### src/rtl/cache_pkg.sv
// cache_pkg: shared FSM state encoding and default geometry for set_assoc_cache
package cache_pkg;
   localparam int INDEX_W_DEF = 2;
   localparam int TAG_W_DEF   = 3;
   localparam int DATA_W_DEF  = 3;
   typedef enum logic [2:0] {IDLE, LOOKUP, WBACK, REFILL, RESP} state_t;
endpackage

### src/rtl/set_assoc_cache_if.sv
// set_assoc_cache_if: request/response and memory-side bundle of set_assoc_cache
//   slave  : the cache (takes req_*, mem_ack, mem_rdata; drives req_ready, resp_*, mem_*)
//   master : the environment driving requests and serving memory
interface set_assoc_cache_if
   import cache_pkg::*;
#(
   parameter int INDEX_W = INDEX_W_DEF,
   parameter int TAG_W   = TAG_W_DEF,
   parameter int DATA_W  = DATA_W_DEF
);
   logic                     req_valid;
   logic                     req_ready;
   logic                     req_write;
   logic [INDEX_W-1:0]       req_index;
   logic [TAG_W-1:0]         req_tag;
   logic [DATA_W-1:0]        req_wdata;
   logic                     resp_valid;
   logic                     resp_hit;
   logic                     resp_wback;
   logic [DATA_W-1:0]        resp_rdata;
   logic                     mem_req;
   logic                     mem_we;
   logic [TAG_W+INDEX_W-1:0] mem_addr;
   logic [DATA_W-1:0]        mem_wdata;
   logic                     mem_ack;
   logic [DATA_W-1:0]        mem_rdata;

   modport slave (
      input  req_valid, req_write, req_index, req_tag, req_wdata, mem_ack, mem_rdata,
      output req_ready, resp_valid, resp_hit, resp_wback, resp_rdata,
             mem_req, mem_we, mem_addr, mem_wdata
   );
   modport master (
      output req_valid, req_write, req_index, req_tag, req_wdata, mem_ack, mem_rdata,
      input  req_ready, resp_valid, resp_hit, resp_wback, resp_rdata,
             mem_req, mem_we, mem_addr, mem_wdata
   );
endinterface

### src/rtl/cache_way_array.sv
// cache_way_array: one way of the cache (valid/dirty/tag/data per set)
//   clk, rst   : clock, sync active-high reset (clears valid and dirty only)
//   index_i    : set addressed for both the combinational read and the write
//   *_o        : line contents of the addressed set
//   we_i       : write the addressed line as valid with wr_dirty_i/wr_tag_i/wr_data_i
module cache_way_array
   import cache_pkg::*;
#(
   parameter int INDEX_W = INDEX_W_DEF,
   parameter int TAG_W   = TAG_W_DEF,
   parameter int DATA_W  = DATA_W_DEF
) (
   input  logic               clk,
   input  logic               rst,
   input  logic [INDEX_W-1:0] index_i,
   output logic               valid_o,
   output logic               dirty_o,
   output logic [TAG_W-1:0]   tag_o,
   output logic [DATA_W-1:0]  data_o,
   input  logic               we_i,
   input  logic               wr_dirty_i,
   input  logic [TAG_W-1:0]   wr_tag_i,
   input  logic [DATA_W-1:0]  wr_data_i
);
   localparam int SETS = 2 ** INDEX_W;
   logic [SETS-1:0]   valid_q, dirty_q;
   logic [TAG_W-1:0]  tag_q  [SETS];
   logic [DATA_W-1:0] data_q [SETS];

   assign valid_o = valid_q[index_i];
   assign dirty_o = dirty_q[index_i];
   assign tag_o   = tag_q[index_i];
   assign data_o  = data_q[index_i];

   always_ff @(posedge clk) begin
      if (rst) begin
         valid_q <= '0;
         dirty_q <= '0;
      end else if (we_i) begin
         valid_q[index_i] <= 1'b1;
         dirty_q[index_i] <= wr_dirty_i;
      end
   end

   // tag/data are qualified by valid, so they carry no reset
   always_ff @(posedge clk) begin
      if (we_i) begin
         tag_q[index_i]  <= wr_tag_i;
         data_q[index_i] <= wr_data_i;
      end
   end
endmodule

### src/rtl/set_assoc_cache.sv
// set_assoc_cache: 2-way set-associative write-back, write-allocate cache, LRU replacement
//   clock, reset : sole clock, sync active-high reset
//   bus          : request/response handshake and memory-side transaction port
module set_assoc_cache
   import cache_pkg::*;
#(
   parameter int INDEX_W = INDEX_W_DEF,
   parameter int TAG_W   = TAG_W_DEF,
   parameter int DATA_W  = DATA_W_DEF
) (
   input  logic clock,
   input  logic reset,
   set_assoc_cache_if.slave bus
);
   localparam int SETS = 2 ** INDEX_W;

   state_t                   state_q;
   logic                     ready_q, resp_valid_q, hit_q, wback_q, write_q, victim_q;
   logic [INDEX_W-1:0]       index_q;
   logic [TAG_W-1:0]         tag_q;
   logic [DATA_W-1:0]        wdata_q, rdata_q;
   logic [SETS-1:0]          lru_q;
   logic                     mem_req_q, mem_we_q;
   logic [TAG_W+INDEX_W-1:0] mem_addr_q;
   logic [DATA_W-1:0]        mem_wdata_q;

   logic [1:0]        v, dt, hw, we;
   logic [TAG_W-1:0]  t   [2];
   logic [DATA_W-1:0] dat [2];
   logic              hit, victim, vdirty, wr_way, line_we, touch;

   for (genvar w = 0; w < 2; w++) begin : g_way
      cache_way_array #(.INDEX_W(INDEX_W), .TAG_W(TAG_W), .DATA_W(DATA_W)) u_way (
         .clk        (clock),
         .rst        (reset),
         .index_i    (index_q),
         .valid_o    (v[w]),
         .dirty_o    (dt[w]),
         .tag_o      (t[w]),
         .data_o     (dat[w]),
         .we_i       (we[w]),
         .wr_dirty_i (write_q),
         .wr_tag_i   (tag_q),
         .wr_data_i  (write_q ? wdata_q : bus.mem_rdata)
      );
      assign hw[w] = v[w] && (t[w] == tag_q);
      assign we[w] = line_we && (wr_way == 1'(w));
   end

   assign hit    = |hw;
   // an empty way is always preferred over evicting; way 0 wins when both are empty
   assign victim = !v[0] ? 1'b0 : !v[1] ? 1'b1 : lru_q[index_q];
   assign vdirty = v[victim] && dt[victim];
   assign wr_way = (state_q == LOOKUP) ? (hit ? hw[1] : victim) : victim_q;
   // a line is written by any write (once any writeback is out of the way) or by a refill
   assign line_we = (state_q == LOOKUP && write_q && (hit || !vdirty))
                 || (state_q == WBACK && bus.mem_ack && write_q)
                 || (state_q == REFILL && bus.mem_ack);
   assign touch   = line_we || (state_q == LOOKUP && hit);

   assign bus.req_ready  = ready_q;
   assign bus.resp_valid = resp_valid_q;
   assign bus.resp_hit   = resp_valid_q & hit_q;
   assign bus.resp_wback = resp_valid_q & wback_q;
   assign bus.resp_rdata = resp_valid_q ? rdata_q : '0;
   assign bus.mem_req    = mem_req_q;
   assign bus.mem_we     = mem_we_q;
   assign bus.mem_addr   = mem_addr_q;
   assign bus.mem_wdata  = mem_wdata_q;

   always_ff @(posedge clock) begin
      if (reset) begin
         state_q      <= IDLE;
         ready_q      <= 1'b1;
         resp_valid_q <= 1'b0;
         hit_q        <= 1'b0;
         wback_q      <= 1'b0;
         rdata_q      <= '0;
         lru_q        <= '0;
         mem_req_q    <= 1'b0;
         mem_we_q     <= 1'b0;
         mem_addr_q   <= '0;
         mem_wdata_q  <= '0;
      end else begin
         if (touch) lru_q[index_q] <= ~wr_way;
         case (state_q)
            IDLE: if (bus.req_valid) begin
               write_q <= bus.req_write;
               index_q <= bus.req_index;
               tag_q   <= bus.req_tag;
               wdata_q <= bus.req_wdata;
               ready_q <= 1'b0;
               state_q <= LOOKUP;
            end
            LOOKUP: begin
               hit_q    <= hit;
               wback_q  <= !hit && vdirty;
               victim_q <= victim;
               rdata_q  <= (hit && !write_q) ? dat[hw[1]] : '0;
               if (hit || (write_q && !vdirty)) begin
                  state_q      <= RESP;
                  resp_valid_q <= 1'b1;
               end else if (vdirty) begin
                  state_q     <= WBACK;
                  mem_req_q   <= 1'b1;
                  mem_we_q    <= 1'b1;
                  mem_addr_q  <= {t[victim], index_q};
                  mem_wdata_q <= dat[victim];
               end else begin
                  state_q    <= REFILL;
                  mem_req_q  <= 1'b1;
                  mem_we_q   <= 1'b0;
                  mem_addr_q <= {tag_q, index_q};
               end
            end
            WBACK: if (bus.mem_ack) begin
               mem_we_q    <= 1'b0;
               mem_wdata_q <= '0;
               if (write_q) begin
                  state_q      <= RESP;
                  resp_valid_q <= 1'b1;
                  mem_req_q    <= 1'b0;
                  mem_addr_q   <= '0;
               end else begin
                  state_q    <= REFILL;
                  mem_addr_q <= {tag_q, index_q};
               end
            end
            REFILL: if (bus.mem_ack) begin
               state_q      <= RESP;
               resp_valid_q <= 1'b1;
               rdata_q      <= bus.mem_rdata;
               mem_req_q    <= 1'b0;
               mem_addr_q   <= '0;
            end
            RESP: begin
               state_q      <= IDLE;
               resp_valid_q <= 1'b0;
               ready_q      <= 1'b1;
            end
            default: state_q <= IDLE;
         endcase
      end
   end
endmodule

### src/flat_wrapper.sv
// flat-port wrapper written by rule: the top's interface ports become plain ports
module set_assoc_cache_flat import cache_pkg::*;
#(
   parameter int INDEX_W = INDEX_W_DEF,
   parameter int TAG_W   = TAG_W_DEF,
   parameter int DATA_W  = DATA_W_DEF
)
  (clock, reset, bus_req_valid, bus_req_write, bus_req_index, bus_req_tag, bus_req_wdata, bus_mem_ack, bus_mem_rdata, bus_req_ready, bus_resp_valid, bus_resp_hit, bus_resp_wback, bus_resp_rdata, bus_mem_req, bus_mem_we, bus_mem_addr, bus_mem_wdata);
  set_assoc_cache_if #(.INDEX_W(INDEX_W), .TAG_W(TAG_W), .DATA_W(DATA_W)) bus_i ();
  input  logic clock;
  input  logic reset;
  input wire logic [$bits(bus_i.req_valid)-1:0] bus_req_valid;
  input wire logic [$bits(bus_i.req_write)-1:0] bus_req_write;
  input wire logic [$bits(bus_i.req_index)-1:0] bus_req_index;
  input wire logic [$bits(bus_i.req_tag)-1:0] bus_req_tag;
  input wire logic [$bits(bus_i.req_wdata)-1:0] bus_req_wdata;
  input wire logic [$bits(bus_i.mem_ack)-1:0] bus_mem_ack;
  input wire logic [$bits(bus_i.mem_rdata)-1:0] bus_mem_rdata;
  output wire logic [$bits(bus_i.req_ready)-1:0] bus_req_ready;
  output wire logic [$bits(bus_i.resp_valid)-1:0] bus_resp_valid;
  output wire logic [$bits(bus_i.resp_hit)-1:0] bus_resp_hit;
  output wire logic [$bits(bus_i.resp_wback)-1:0] bus_resp_wback;
  output wire logic [$bits(bus_i.resp_rdata)-1:0] bus_resp_rdata;
  output wire logic [$bits(bus_i.mem_req)-1:0] bus_mem_req;
  output wire logic [$bits(bus_i.mem_we)-1:0] bus_mem_we;
  output wire logic [$bits(bus_i.mem_addr)-1:0] bus_mem_addr;
  output wire logic [$bits(bus_i.mem_wdata)-1:0] bus_mem_wdata;
  assign bus_i.req_valid = bus_req_valid;
  assign bus_i.req_write = bus_req_write;
  assign bus_i.req_index = bus_req_index;
  assign bus_i.req_tag = bus_req_tag;
  assign bus_i.req_wdata = bus_req_wdata;
  assign bus_i.mem_ack = bus_mem_ack;
  assign bus_i.mem_rdata = bus_mem_rdata;
  assign bus_req_ready = bus_i.req_ready;
  assign bus_resp_valid = bus_i.resp_valid;
  assign bus_resp_hit = bus_i.resp_hit;
  assign bus_resp_wback = bus_i.resp_wback;
  assign bus_resp_rdata = bus_i.resp_rdata;
  assign bus_mem_req = bus_i.mem_req;
  assign bus_mem_we = bus_i.mem_we;
  assign bus_mem_addr = bus_i.mem_addr;
  assign bus_mem_wdata = bus_i.mem_wdata;
  set_assoc_cache #(.INDEX_W(INDEX_W), .TAG_W(TAG_W), .DATA_W(DATA_W)) u_core (.clock(clock), .reset(reset), .bus(bus_i));
endmodule
### config.mk
export PLATFORM = sky130hd
export DESIGN_NAME = set_assoc_cache_flat
export DESIGN_NICKNAME = d
export VERILOG_FILES = /design/src/rtl/cache_pkg.sv /design/src/rtl/set_assoc_cache_if.sv /design/src/rtl/cache_way_array.sv /design/src/rtl/set_assoc_cache.sv /design/src/flat_wrapper.sv
export SDC_FILE = /design/constraint.sdc
export NUM_CORES = 1
export LEC_CHECK = 0
export ABC_AREA = 1
export CORE_UTILIZATION = 44
export CTS_CLUSTER_SIZE = 28
export DETAILED_ROUTE_END_ITERATION = 10
export PLACE_DENSITY = 0.68
export SYNTH_ARGS = -nofsm -noshare
export SYNTH_HDL_FRONTEND = slang
export SYNTH_HIERARCHICAL = 1
export SYNTH_SLANG_ARGS = --single-unit
### constraint.sdc
create_clock -name clock -period 7.2 [get_ports clock]
set_input_delay 1.44 -clock clock [delete_from_list [all_inputs] [get_ports clock]]
set_output_delay 1.44 -clock clock [all_outputs]
set_load 0.005 [all_outputs]
==> flow_summary.yaml <==
sta:
  period_minus_slack_ns: 4.00
  hold_viol_final: 0
  worst_pin_slew_ns: 1.07
  fin_skew_ns: 0.0137
  drv_slew: 0
  slew_headroom: 0.279
  fin_tns_setup_ns: 0
  max_freq_mhz: 250
  grt_setup_unrepaired: "false"
  period_share: 0.556
  setup-violations-final: 0
  fin_ws_ns: 3.20
  hold_ws_ns: 0.455
global_routing:
  grt_pass1_wl_um: 17900
  grt_overflow: 0
  grt_pass1_vias: 3671
  antenna_found_initial: 0
  grt_max_degree: 49
  grt_use_total: 0.206
routing:
  drc: 0
  ant_nets: 0
  drtPass1Iterations: 6
  routed-via-count: 3755
  drtIter0Drc: 311
  post_drt_via_cell_ratio: 5.29
  wl_um: 10500
  wire_per_inst_um: 14.8
clock_network:
  root_buffer: "clkbuf_8"
  cts_buffers: 9
  ctsHoldBuffers: 0
  cts_resized: 0
  post_cts_buffers: 0
  cts-htree-levels: 3
  cts_tree: "yes"
  worstSkewPairLatency_ns: 0.37
  clkSinkCount: 98
  clkSlewWorstSetupHoldPaths_ns: 0.10
  clk_path_buf_depth: 2
floorplanning:
  die_area_um2: 11200
  die_y_um: 106
  die_w_um: 106
  io_pins: 33
  fp.coreArea_um2: 10400
  start_util: 0.455
  placementRows: 37
setup_path:
  r2r-end: "u_core/g_way[1].u_way/data_q[2][0]$_DFFE_PP_"
  cp_slowest_stage_delay_ns: 0.48
  critPathCapture: "u_core/g_way[1].u_way/data_q[2][0]$_DFFE_PP_"
  path_depth: 15
  reg2reg_slack_ns: 3.20
  crit_family: "simple AND/OR/NAND/NOR gates"
  slowest_stage: "nor2_1"
  crit_path_start: "u_core/index_q[0]$_DFFE_PP_"
  worstPathCellList: "buf_4, clkinv_1, nand3_1, nand4_1, nand2_1, inv_1, nand2_1, nand2_1, inv_1, nand2_1, a31oi_2, inv_1, nor2_1, nand3_2, inv_1"
  crit_type: "reg2reg"
  critPathMaxFanout: 48
  reg2reg_from: "u_core/index_q[0]$_DFFE_PP_"
  worst-path-buf-inv: 6
  worstPathRequired_ns: 7.25
  cp.arrival_ns: 4.05
  r2r_cells: 15
  crit_path_start_kind: "flop"
  cp-end-kind: "flop"
outcome:
  status: "finished, final reports clean"
cells_and_area:
  synthToLayoutAreaGrowth_pct: 12.2
  diodes: 0
  drive_above_1_share: 0.108
  fillers: 956
  fin_cells: 710
  nets: 585
logic_synthesis:
  synth_warnings: 6
  synth_nets: 554
  netlist_instances: 538
  ys_seq_area_frac: 0.538
  synth-seq-cells: 98
  netlist_area_um2: 4720
  syn_avg_cell_area_um2: 8.78
  yosysUniqueCellTypes: 32
placed_design:
  dpl.cell_count: 694
  port_buffers: 32
  globalplace.congestion: 0.919
  dp_slack_ns: 3.25
  dp_hpwl_um: 7660
flow_run:
  drv_cap: 0
pwr:
  p_leak_uw: 0.00210
  p_per_area_nw_per_um2: 291
  irDropWorstVdd_v: 0.000114
hold_path:
  hp-class: "reg2reg"
sequential cells by signal (all words and copies together) (netlist names), 3 cells and up:
name and flops:
u_core/lru_q 4, u_core/g_way.u_way/valid_q 8, u_core/state_q 3, u_core/wdata_q 3, u_core/g_way.u_way/dirty_q 8, u_core/g_way.u_way/tag_q 24, u_core/bus.mem_addr 5, u_core/rdata_q 3
u_core/tag_q 3, u_core/g_way.u_way/data_q 24, u_core/bus.mem_wdata 3
worst min-delay path by stage:
| stage | startpoint | depth (start not counted) | to |
|---|---|---|---|
| after floorplan | u_core/g_way[0].u_way/valid_q[3]$_SDFFE_PP0P_ | 2 | u_core/g_way[0].u_way/valid_q[3]$_SDFFE_PP0P_ |
| after global placement | u_core/g_way[1].u_way/valid_q[2]$_SDFFE_PP0P_ | 2 | u_core/g_way[1].u_way/valid_q[2]$_SDFFE_PP0P_ |
| after detailed placement | u_core/g_way[1].u_way/valid_q[3]$_SDFFE_PP0P_ | 2 | u_core/g_way[1].u_way/valid_q[3]$_SDFFE_PP0P_ |
| after CTS | u_core/g_way[1].u_way/valid_q[3]$_SDFFE_PP0P_ | 2 | u_core/g_way[1].u_way/valid_q[3]$_SDFFE_PP0P_ |
| after global routing | u_core/g_way[1].u_way/valid_q[2]$_SDFFE_PP0P_ | 2 | u_core/g_way[1].u_way/valid_q[2]$_SDFFE_PP0P_ |
| final | u_core/g_way[1].u_way/valid_q[3]$_SDFFE_PP0P_ | 2 | u_core/g_way[1].u_way/valid_q[3]$_SDFFE_PP0P_ |
power breakdown:
part           switching [uW]  internal (uW)  total [uW]
sequential               49.9            672         722
combinational             310            170         480
clock                     206            133         339
total                     565            976        1540
cells in the final DEF (no fill, tap or decap), drive strengths merged, types with 2 or more instances in the layout:
master,n
a21boi,2
a21oi,36
a22oi,3
buf,3
clkbuf,9
clkdlybuf4s50,32
clkinv,6
dfxtp,40
edfxtp,58
inv,85
nand2,122
nand3,81
nand4,22
nor2,52
nor3,2
o21ai,16
xnor2,2
tightest hold or removal path, delay by kind of cell (launching register included):
family | cells | cell delay, ns
buffers and inverters | 1 | 0.05
AOI/OAI and AO/OA | 1 | 0.05
DFF | 1 | 0.32
synth_stat cells (all sizes together):
library cell	instances	area, um2
a21boi	2	15.0
a21oi	36	199
a22oi	3	22.5
a31oi	1	12.5
buf	13	113
clkbuf	2	7.51
clkinv	4	15.0
dfxtp	40	801
edfxtp	58	1740
inv	81	304
nand2	122	483
nand3	81	483
nand4	22	138
nor2	52	245
nor3	2	26.3
o211ai	1	7.51
o21ai	16	91.3
xnor2	2	17.5
routing by layer:
layer  share of wire  vias to the layer above  GRT usage
met5               0                        -          0
met4           0.017                        0     0.0744
met3           0.073                       16     0.0284
met2            0.47                      158      0.337
met1            0.44                     1742      0.278
li1                -                     1839          -
kinds of logic (layout without fill, tap and decap cells):
| group | count (synthesis) | in the layout | synth area share |
|---|---|---|---|
| AND/OR/NAND/NOR | 279 | 279 | 0.291 |
| buffers and inverters | 100 | 136 | 0.0930 |
| flip-flops | 98 | 98 | 0.538 |
| AO/OA/AOI/OAI | 59 | 59 | 0.0737 |
| XOR/XNOR | 2 | 2 | 0.00371 |
per-stage QoR:
stage | instance area (um2) | total power [uW] | util
global placement | 5110 | 1200 | 0.493
detailed placement | 5110 | 1210 | 0.493
finish | 5300 | 1540 | 0.511
floorplan | 4720 | 1060 | -
global route | 5300 | 1640 | 0.511
CTS | 5300 | 1550 | 0.511
layout make-up:
class / count / area (um2) / area share
multi-input combinational: 340 / 1740 / 0.328
timing repair buffer: 35 / 343 / 0.0647
sequential: 98 / 2540 / 0.480
clock buffer: 9 / 124 / 0.0234
inverter: 85 / 319 / 0.0602
tap: 136 / 170 / 0.0321
clock inverter: 7 / 61.3 / 0.0116
Note: power is estimated with default switching activity, not from simulation.
